$ cat config.mk
export PLATFORM = sky130hd
export DESIGN_NAME = collision_scheduler
export DESIGN_NICKNAME = d
export VERILOG_FILES = /design/src/rtl/collision_scheduler_pkg.sv /design/src/rtl/collision_scheduler_tile_overlap_check.sv /design/src/rtl/collision_scheduler.sv
export SDC_FILE = /design/constraint.sdc
export NUM_CORES = 1
export LEC_CHECK = 0
export BUFFER_PORTS_ARGS = -buffer_cell sky130_fd_sc_hd__buf_2
export CAP_MARGIN = 20
export CELL_PAD_IN_SITES_DETAIL_PLACEMENT = 0
export CELL_PAD_IN_SITES_GLOBAL_PLACEMENT = 1
export CORE_MARGIN = 1
export CORE_UTILIZATION = 34
export CTS_BUF_LIST = sky130_fd_sc_hd__clkbuf_16
export DETAILED_ROUTE_END_ITERATION = 7
export GPL_ROUTABILITY_DRIVEN = 1
export GPL_TIMING_DRIVEN = 0
export PLACE_DENSITY_LB_ADDON = 0.1
export SYNTH_ARGS = -nofsm -noshare
export SYNTH_HDL_FRONTEND = slang
export SYNTH_SLANG_ARGS = --single-unit
$ cat constraint.sdc
create_clock -name i_Clk -period 3.21 [get_ports i_Clk]
set_clock_uncertainty 0.2 [all_clocks]
set_input_delay 0.321 -clock i_Clk [delete_from_list [all_inputs] [get_ports i_Clk]]
set_output_delay 0.321 -clock i_Clk [all_outputs]
set_load 0.02 [all_outputs]
$ cat src/rtl/collision_scheduler_pkg.sv
// -----------------------------------------------------------------------------
// collision_scheduler_pkg
// Shared definitions for the frog/car collision scheduler:
//   - default geometry (coordinate width, tile edge, number of cars, index width)
//   - scheduler FSM state encoding
// No ports; imported by tile_overlap_check and collision_scheduler.
// -----------------------------------------------------------------------------
package collision_scheduler_pkg;

   localparam int DEF_NUM_CARS  = 4;
   localparam int DEF_COORD_W   = 10;
   localparam int DEF_TILE_SIZE = 32;
   localparam int DEF_IDX_W     = 4;

   typedef enum logic [1:0] {
      ST_IDLE   = 2'd0,
      ST_SCAN   = 2'd1,
      ST_DRAIN  = 2'd2,
      ST_REPORT = 2'd3
   } sched_state_t;

endpackage

$ cat src/rtl/collision_scheduler_tile_overlap_check.sv
// -----------------------------------------------------------------------------
// tile_overlap_check
// Registered frog/car overlap comparator with exactly one cycle of latency.
// The car index and a valid flag travel alongside the result.
//
// Build option:
//   COLLISION_FULL_BOX_EN defined   : full axis-aligned box overlap on X and Y
//   COLLISION_FULL_BOX_EN undefined : frog top-left corner inside the half-open
//                                     car box [car, car+TILE_SIZE) on X and Y
//
// Ports:
//   clk, rst          clock, synchronous active-high reset (valid only)
//   frog_x, frog_y    frog top-left position
//   car_x, car_y      car top-left position
//   car_vld, car_idx  presented car is valid / its index
//   hit_p1            registered overlap result
//   vld_p1, idx_p1    registered valid and index matching hit_p1
// -----------------------------------------------------------------------------
module tile_overlap_check
   import collision_scheduler_pkg::*;
#(
   parameter int COORD_W   = DEF_COORD_W,
   parameter int TILE_SIZE = DEF_TILE_SIZE,
   parameter int IDX_W     = DEF_IDX_W
) (
   input  logic               clk,
   input  logic               rst,
   input  logic [COORD_W-1:0] frog_x,
   input  logic [COORD_W-1:0] frog_y,
   input  logic [COORD_W-1:0] car_x,
   input  logic [COORD_W-1:0] car_y,
   input  logic               car_vld,
   input  logic [IDX_W-1:0]   car_idx,
   output logic               hit_p1,
   output logic               vld_p1,
   output logic [IDX_W-1:0]   idx_p1
);

   localparam logic [COORD_W:0] TILE = (COORD_W+1)'(TILE_SIZE);

   // pos < base + TILE, with the sum one bit wider so a car near the right
   // or bottom edge of the coordinate space does not wrap to a small bound.
   function automatic logic below_bound(input logic [COORD_W-1:0] pos,
                                        input logic [COORD_W-1:0] base);
      logic [COORD_W:0] bound;
      bound = {1'b0, base} + TILE;
      return ({1'b0, pos} < bound);
   endfunction

   logic hit_p0;

   always_comb begin
`ifdef COLLISION_FULL_BOX_EN
      hit_p0 = below_bound(frog_x, car_x) && below_bound(car_x, frog_x) &&
               below_bound(frog_y, car_y) && below_bound(car_y, frog_y);
`else
      hit_p0 = (frog_x >= car_x) && below_bound(frog_x, car_x) &&
               (frog_y >= car_y) && below_bound(frog_y, car_y);
`endif
   end

   // ---- stage p0 -> p1 ----
   always_ff @(posedge clk) begin
      if (rst) begin
         vld_p1 <= 1'b0;
      end else begin
         vld_p1 <= car_vld;
      end
   end

   always_ff @(posedge clk) begin
      hit_p1 <= hit_p0;
      idx_p1 <= car_idx;
   end

endmodule

$ cat src/rtl/collision_scheduler.sv
// -----------------------------------------------------------------------------
// collision_scheduler
// Time-multiplexes one registered frog/tile overlap comparator across NUM_CARS
// car positions. A frame-start pulse snapshots the frog position and scans each
// car once, lowest index first; one aggregated hit flag plus the lowest hitting
// car index are published per frame.
//
// Build option: COLLISION_FULL_BOX_EN selects the full box overlap test inside
// tile_overlap_check; timing and FSM are identical in both builds.
//
// Ports:
//   i_Clk, i_Rst    clock, synchronous active-high reset
//   i_Frame_Start   1-cycle pulse starting a scan (accepted only in IDLE)
//   i_Frog_X/Y      frog top-left position (snapshotted on accept)
//   i_Cars_X/Y      packed car positions, car k at [k*COORD_W +: COORD_W];
//                   sampled live, held stable by the caller during a scan
//   o_Busy          high during SCAN and DRAIN
//   o_Done          1-cycle pulse, o_Hit/o_Hit_Index valid
//   o_Hit           any car hit in the last completed scan
//   o_Hit_Index     lowest hitting car index, 0 when no hit
//   o_Overrun       sticky: frame start seen while not IDLE (cleared by reset)
// -----------------------------------------------------------------------------
module collision_scheduler
   import collision_scheduler_pkg::*;
#(
   parameter int NUM_CARS  = DEF_NUM_CARS,
   parameter int COORD_W   = DEF_COORD_W,
   parameter int TILE_SIZE = DEF_TILE_SIZE,
   parameter int IDX_W     = DEF_IDX_W
) (
   input  logic                        i_Clk,
   input  logic                        i_Rst,
   input  logic                        i_Frame_Start,
   input  logic [COORD_W-1:0]          i_Frog_X,
   input  logic [COORD_W-1:0]          i_Frog_Y,
   input  logic [NUM_CARS*COORD_W-1:0] i_Cars_X,
   input  logic [NUM_CARS*COORD_W-1:0] i_Cars_Y,
   output logic                        o_Busy,
   output logic                        o_Done,
   output logic                        o_Hit,
   output logic [IDX_W-1:0]            o_Hit_Index,
   output logic                        o_Overrun
);

   localparam logic [IDX_W-1:0] LAST_IDX = IDX_W'(NUM_CARS - 1);

   sched_state_t state, state_nxt;

   logic               accept;
   logic               overrun_set;
   logic               car_vld;
   logic               report_load;

   logic [IDX_W-1:0]   index;
   logic [COORD_W-1:0] frog_x_p0;
   logic [COORD_W-1:0] frog_y_p0;
   logic [COORD_W-1:0] car_x_p0;
   logic [COORD_W-1:0] car_y_p0;

   logic               hit_p1;
   logic               vld_p1;
   logic [IDX_W-1:0]   idx_p1;

   logic               acc_hit, acc_hit_nxt;
   logic [IDX_W-1:0]   acc_idx, acc_idx_nxt;

   logic               rpt_hit;
   logic [IDX_W-1:0]   rpt_idx;
   logic               overrun;

   // FSM state register
   always_ff @(posedge i_Clk) begin
      if (i_Rst) begin
         state <= ST_IDLE;
      end else begin
         state <= state_nxt;
      end
   end

   // FSM next state and control strobes. A start seen in any non-IDLE state,
   // REPORT included, is dropped and flagged as an overrun.
   always_comb begin
      state_nxt   = state;
      o_Busy      = 1'b0;
      o_Done      = 1'b0;
      accept      = 1'b0;
      overrun_set = 1'b0;
      car_vld     = 1'b0;
      report_load = 1'b0;
      case (state)
         ST_IDLE: begin
            if (i_Frame_Start) begin
               accept    = 1'b1;
               state_nxt = ST_SCAN;
            end
         end
         ST_SCAN: begin
            o_Busy      = 1'b1;
            car_vld     = 1'b1;
            overrun_set = i_Frame_Start;
            if (index == LAST_IDX) begin
               state_nxt = ST_DRAIN;
            end
         end
         ST_DRAIN: begin
            o_Busy      = 1'b1;
            overrun_set = i_Frame_Start;
            report_load = 1'b1;
            state_nxt   = ST_REPORT;
         end
         ST_REPORT: begin
            o_Done      = 1'b1;
            overrun_set = i_Frame_Start;
            state_nxt   = ST_IDLE;
         end
         default: begin
            state_nxt = ST_IDLE;
         end
      endcase
   end

   always_ff @(posedge i_Clk) begin
      if (i_Rst) begin
         index <= '0;
      end else if (accept) begin
         index <= '0;
      end else if ((state == ST_SCAN) && (index != LAST_IDX)) begin
         index <= index + 1'b1;
      end
   end

   always_ff @(posedge i_Clk) begin
      if (accept) begin
         frog_x_p0 <= i_Frog_X;
         frog_y_p0 <= i_Frog_Y;
      end
   end

   assign car_x_p0 = i_Cars_X[index*COORD_W +: COORD_W];
   assign car_y_p0 = i_Cars_Y[index*COORD_W +: COORD_W];

   // ---- stage p0 -> p1 (comparator) ----
   tile_overlap_check #(
      .COORD_W   (COORD_W),
      .TILE_SIZE (TILE_SIZE),
      .IDX_W     (IDX_W)
   ) u_check (
      .clk     (i_Clk),
      .rst     (i_Rst),
      .frog_x  (frog_x_p0),
      .frog_y  (frog_y_p0),
      .car_x   (car_x_p0),
      .car_y   (car_y_p0),
      .car_vld (car_vld),
      .car_idx (index),
      .hit_p1  (hit_p1),
      .vld_p1  (vld_p1),
      .idx_p1  (idx_p1)
   );

   // Only the first hit of a scan records its index; results arrive in
   // ascending index order, so that is the lowest hitting car.
   always_comb begin
      acc_hit_nxt = acc_hit;
      acc_idx_nxt = acc_idx;
      if (vld_p1 && hit_p1 && !acc_hit) begin
         acc_hit_nxt = 1'b1;
         acc_idx_nxt = idx_p1;
      end
   end

   // ---- stage p1 -> p2 (accumulate / publish) ----
   always_ff @(posedge i_Clk) begin
      if (i_Rst || accept) begin
         acc_hit <= 1'b0;
         acc_idx <= '0;
      end else begin
         acc_hit <= acc_hit_nxt;
         acc_idx <= acc_idx_nxt;
      end
   end

   // The last comparator result lands during DRAIN, so the published result
   // takes the merged value then and is stable throughout the o_Done cycle.
   always_ff @(posedge i_Clk) begin
      if (i_Rst) begin
         rpt_hit <= 1'b0;
         rpt_idx <= '0;
      end else if (report_load) begin
         rpt_hit <= acc_hit_nxt;
         rpt_idx <= acc_hit_nxt ? acc_idx_nxt : '0;
      end
   end

   always_ff @(posedge i_Clk) begin
      if (i_Rst) begin
         overrun <= 1'b0;
      end else if (overrun_set) begin
         overrun <= 1'b1;
      end
   end

   assign o_Hit       = rpt_hit;
   assign o_Hit_Index = rpt_idx;
   assign o_Overrun   = overrun;

endmodule

Word-level counts from Yosys, hierarchy flattened
Cells that the tools add are included.

Logic and storage cells: 55. Input bits: 103. Register bits after elaboration: 43. Output and inout port bits: 8.

$add $sub $neg: 3. $lt $le $gt $ge: 4. Shift-type cells: 2. Multiply operators: 1. Mux-type cells: 13. Eq/ne operators: 7. Reduce and logical (&&, ||, !) cells: 13.

Operators with widths (count): $shiftx A40 B9 Y10 (2); $add A10 B6 Y11 const B (2); $lt A10 B11 Y1 (2); $ge A10 B10 Y1 (2); $mux W1 (8); $mux W4 (2); $pmux W2 S4 (1); $mul A4 B3 Y7 const B (1); $logic_and A1 B1 Y1 (6); $add A4 B1 Y4 const B (1); $eq A2 B2 Y1 const B (2); $eq A4 B2 Y1 const B (1); $mux W2 (2); $ne A2 B2 Y1 const B (2); $ne A4 B2 Y1 const B (1); $reduce_or A2 Y1 (2); $reduce_or A3 Y1 (1); $eq A2 B1 Y1 const B (1); $logic_not A2 Y1 (1); $reduce_and A2 Y1 (1); $logic_not A1 Y1 (1); $logic_or A1 B1 Y1 (1).

Longest topological paths before layout
Depth in word-level cells: 7. Mapped depth: 12.

Hierarchy
Synthesis repeated with hierarchy kept, for this count alone.

Cells, all modules: 276. Area total of the unflattened synthesis: 3039.2 um^2.

By module, submodules not included: collision_scheduler (instances 1, seq. area each 940.9 um^2, cells an instance 152, area each 2023.2 um^2); tile_overlap_check (instances 1, seq. area each 120.1 um^2, cells an instance 124, area each 1016.0 um^2).

Worst setup path before layout
Ideal clock, no wire load.

Path type: reg2reg. Start point: register index[0]. End point: register u_check.hit_p1. Setup time: 60 ps. Path buffers: 1. Setup slack: 226 ps. Data arrival time: 2724 ps. Stages on the path, launching flop included: 13. Cell sequence: dfxtp_1 -> buf_6 -> mux4_2 -> nand2_1 -> inv_1 -> ha_1 -> inv_1 -> ha_1 -> a211o_1 -> a21oi_1 -> o21ai_0 -> a221oi_1 -> o2111a_1.

Cells in the longest elaborated chain, start to end: 7. Elaborated cells between the ends (all ways): 12.

Ends and longest elaborated chain: start, declared (line collision_scheduler.sv:54) `logic [IDX_W-1:0] index;`; start signal, assigned (line collision_scheduler.sv:128) `index <= index + 1'b1;`; $mul A4 B3 Y7 (*) (line collision_scheduler.sv:139, collision_scheduler.sv:140); $shiftx A40 B9 Y10 (line collision_scheduler.sv:139) `assign car_x_p0 = i_Cars_X[index*COORD_W +: COORD_W];`; $add A10 B6 Y11 (line collision_scheduler_tile_overlap_check.sv:46) `bound = {1'b0, base} + TILE;`; $lt A10 B11 Y1 (line collision_scheduler_tile_overlap_check.sv:47) `return ({1'b0, pos} < bound);`; $logic_and A1 B1 Y1 (2 in series) (line collision_scheduler_tile_overlap_check.sv:57) `hit_p0 = (frog_x >= car_x) && below_bound(frog_x, car_x) &&`; $logic_and A1 B1 Y1 (*) (line collision_scheduler_tile_overlap_check.sv:58) `(frog_y >= car_y) && below_bound(frog_y, car_y);`; named net u_check.hit_p0 (line collision_scheduler_tile_overlap_check.sv:50) `logic hit_p0;`; end signal, assigned (line collision_scheduler_tile_overlap_check.sv:72) `hit_p1 <= hit_p0;`; end, declared (line collision_scheduler_tile_overlap_check.sv:34) `output logic hit_p1,`.

Mark *: on every way through the listed nets, which the timed path passes. The rest lies on a longest branch. A chain may end at the register's enable or synchronous reset.

Worst setup path after layout
Ends and elaborated chain as after synthesis.

==> impl_metrics.yaml <==
drt:
  avgViaCountPerCell: 5.06
  ant_nets: 0
  drtIter0Drc: 63
  detailroute.via_count: 2483
  routed_wire_length_per_instance_microns: 15.6
  drt_wl_total_microns: 7660
  detailed_route_drc_error_count: 0
  drt_first_pass_iters: 4
critical_path:
  timing.critical_path.slowest_cell_delay_ns: 0.52
  cp-end-kind: "flop"
  worstPathCellList: "buf_4 > mux4_1 > and2_1 > ha_1 > inv_1 > ha_1 > nor2b_1 > a221o_1 > o2111ai_1 > o2bb2ai_1 > o2111a_1"
  timing.critical_path.mode_cell: "ha_1"
  cell_count_along_the_critical_path: 11
  critical_path_arrival_ns: 3.14
  crit_path_start_kind: "flop"
  critical_path.slowest_cell: "mux4_1"
  worstPathMaxFanout: 4
  worst_path_dominant_cell_family: "compound AO/OA/AOI/OAI gates"
  worst-r2r-cell-count: 11
  number_of_buffer_and_inverter_instances_along_the_worst_setup_path: 2
  worstPathRequired_ns: 3.24
  crit_type: "flop to flop"
synthesis:
  yosys.area.top_type: "edfxtp_1"
  synth_ff_type: "dfxtp_1"
  yosysWarningCount: 0
  async_sr_flop_fraction_pct: 0
  synth_nets: 399
  netlist_area_pre_place_sq_mm: 0.00288
  ys_top_cells_by_area: "edfxtp_1, ha_1, dfxtp_1"
  syn-mean-instance-area_sq_um: 11.2
  synth_cell_types: 44
  synth-seq-cells: 43
  synth.yosys.seq_area_share_pct: 36.8
  number_of_enable_type_register_cells_in_the_synthesized_netlist: 20
  yosysTopAreaCellShare_pct: 20.8
  synth_cells: 258
timing:
  slew-limit-headroom_pct: 30.4
  setup_viol_count_final: 0
  period_minus_ws_final_ns: 3.11
  fmax_mhz: 322
  unrepaired_setup_endpoints_after_global_routing: "no"
  timing.final.hold_violations: 0
  final.period_utilization_pct: 96.8
  timing_max_transition_violations_final: 0
  fin_setup_tns_ns: 0
  tightest_slew_ns: 1.04
finish:
  fin_nets: 526
  commonest_cells_after_routing_fill_and_taps_aside: "buf_2, ha_1, nand2_1"
  diodes_inserted: 0
  filler_cell_count: 808
  drive_gt1_share_pct: 39.6
  finalCoreUtilization_pct: 46.7
  final_common_cell: "buf_2"
  area_delta_synth_final_pct: 33.1
clock_tree:
  cts-root-to-sink-buffers: 2
  ctsRootBufferMaster: "clkbuf_16"
  clk_pin_slew_ns: 0.07
  number_of_sinks_driven_by_the_clock_tree: 43
  clk-insertion-delay-late_ns: 0.29
  cts_tree: "built"
  tritoncts.num_buffers: 5
  cts-htree-levels: 2
global_routing:
  grt_start_max_net_pins: 22
  grt_util_all_layers_pct: 18.4
  grt_antenna_before_repair: 0
  first_global_vias: 2531
  grt_pass1_wl_microns: 12200
  grt-ovfl-total: 0
min_path:
  min_delay_path_depth: 1
  timing.hold.worst.class: "primary input to flop"
run:
  maxCapViolations: 0
power:
  leakage_nw: 1.74
  cellPowerDensity_mw_per_mm2: 696
  vdd_ir_drop_max_v: 0.000410
die:
  vertical_die_dimension_microns: 94.1
  floorplan.initialDensity_pct: 35.1
  coreArea_sq_mm: 0.00822
  die_area_sq_mm: 0.00885
  die_width_microns: 94.1
  io-pin-count: 111
  std_cell_rows: 33
placement:
  port_buffers: 109
  finalWeightedCongestion: 0.763
  dp.final_hpwl_microns: 6040
run_status:
  status: "completed"
==> flip-flops by register name, indices dropped and copies added, names as in the netlist <==
signal	cells
index	4
u_check.idx_p1	4
frog_x_p0	10
u_check.hit_p1	1
frog_y_p0	10
o_Overrun	1
acc_idx	4
state	2
u_check.vld_p1	1
o_Hit	1
acc_hit	1
o_Hit_Index	4
==> area by class of cell <==
cell class	instances	area, sq um	area share [%]
multi-input cells	193	1740	45.4
flip-flops and latches	43	1070	27.8
repair buffers	120	643	16.7
well taps	105	131	3.42
clock buffers	5	125	3.26
plain buffers	9	61.3	1.60
inverters	13	48.8	1.27
clock inverters	3	22.5	0.587
==> layer usage <==
layer / global-route usage [%] / wire length [microns] / vias to the layer above
met1: 23.4 / 3520 / 1138
li1: - / - / 1237
met5: 0 / 0 / -
met4: 6.03 / 123 / 0
met3: 4.05 / 544 / 11
met2: 30.7 / 3470 / 97
==> worst register-to-register path, delay by kind of cell, from the launching register on <==
kind	cells	cell delay, ns
compound gates	4	0.85
fa+ha+maj	2	0.56
mux	1	0.52
simple gates	2	0.38
flops	1	0.38
buf+inv	2	0.17
==> per-stage QoR <==
step	std cells	cell area, sq um	hold slack (ns)	setup slack, ns	power (mW)
after floorplan	258	2880	0.173	0.226	1.74
after global placement	472	3560	0.185	-0.241	2.07
after detailed placement	472	3560	0.183	-0.229	2.09
after CTS	485	3770	0.000420	0.0472	2.66
after global routing	491	3840	0.0000542	0.00274	2.90
final	491	3840	0.00333	0.103	2.67
==> cell families after synthesis <==
| family | after synthesis | share of synthesized area (%) |
|---|---|---|
| compound gates | 52 | 12.3 |
| xor+xnor | 7 | 2.13 |
| fa+ha+maj | 38 | 16.5 |
| buf+inv | 22 | 3.34 |
| flops | 43 | 36.8 |
| mux | 22 | 17.0 |
| simple gates | 74 | 11.9 |
==> cell usage after synthesis (all sizes together) (4+ instances only) <==
cell type and instances:
nor2 17, a21oi 16, nand3 6, nand2 35
xor2 4, buf 5, edfxtp 20, dfxtp 23
o21a 4, a311oi 4, clkbuf 4, mux4 20
a211oi 4, inv 13, and2 4, o21ai 7
ha 38
==> worst paths after layout <==
kind         slack [ns]        start                 to
max                0.10     index[0]     u_check.hit_p1
min reg2reg        0.22     index[3]  u_check.idx_p1[3]
max reg2reg        0.10     index[0]     u_check.hit_p1
min               0.003  i_Frog_Y[4]       frog_y_p0[4]
==> report_power, final <==
part,total (mW),switching (mW),internal [mW]
combinational,1.34,0.696,0.647
sequential,0.801,0.0744,0.727
clock,0.528,0.236,0.292
total,2.67,1.01,1.67
==> repair_timing <==
| item | CTS | global route |
|---|---|---|
| setup buffers | 2 | 3 |
| hold endpoints to repair | 3 | 3 |
| setup endpoints to repair | 1 | 1 |
| resized for setup | 8 | 5 |
| hold buffers | 3 | 3 |
| pin swaps | 1 | 1 |
(Power assumes the default switching activity.)
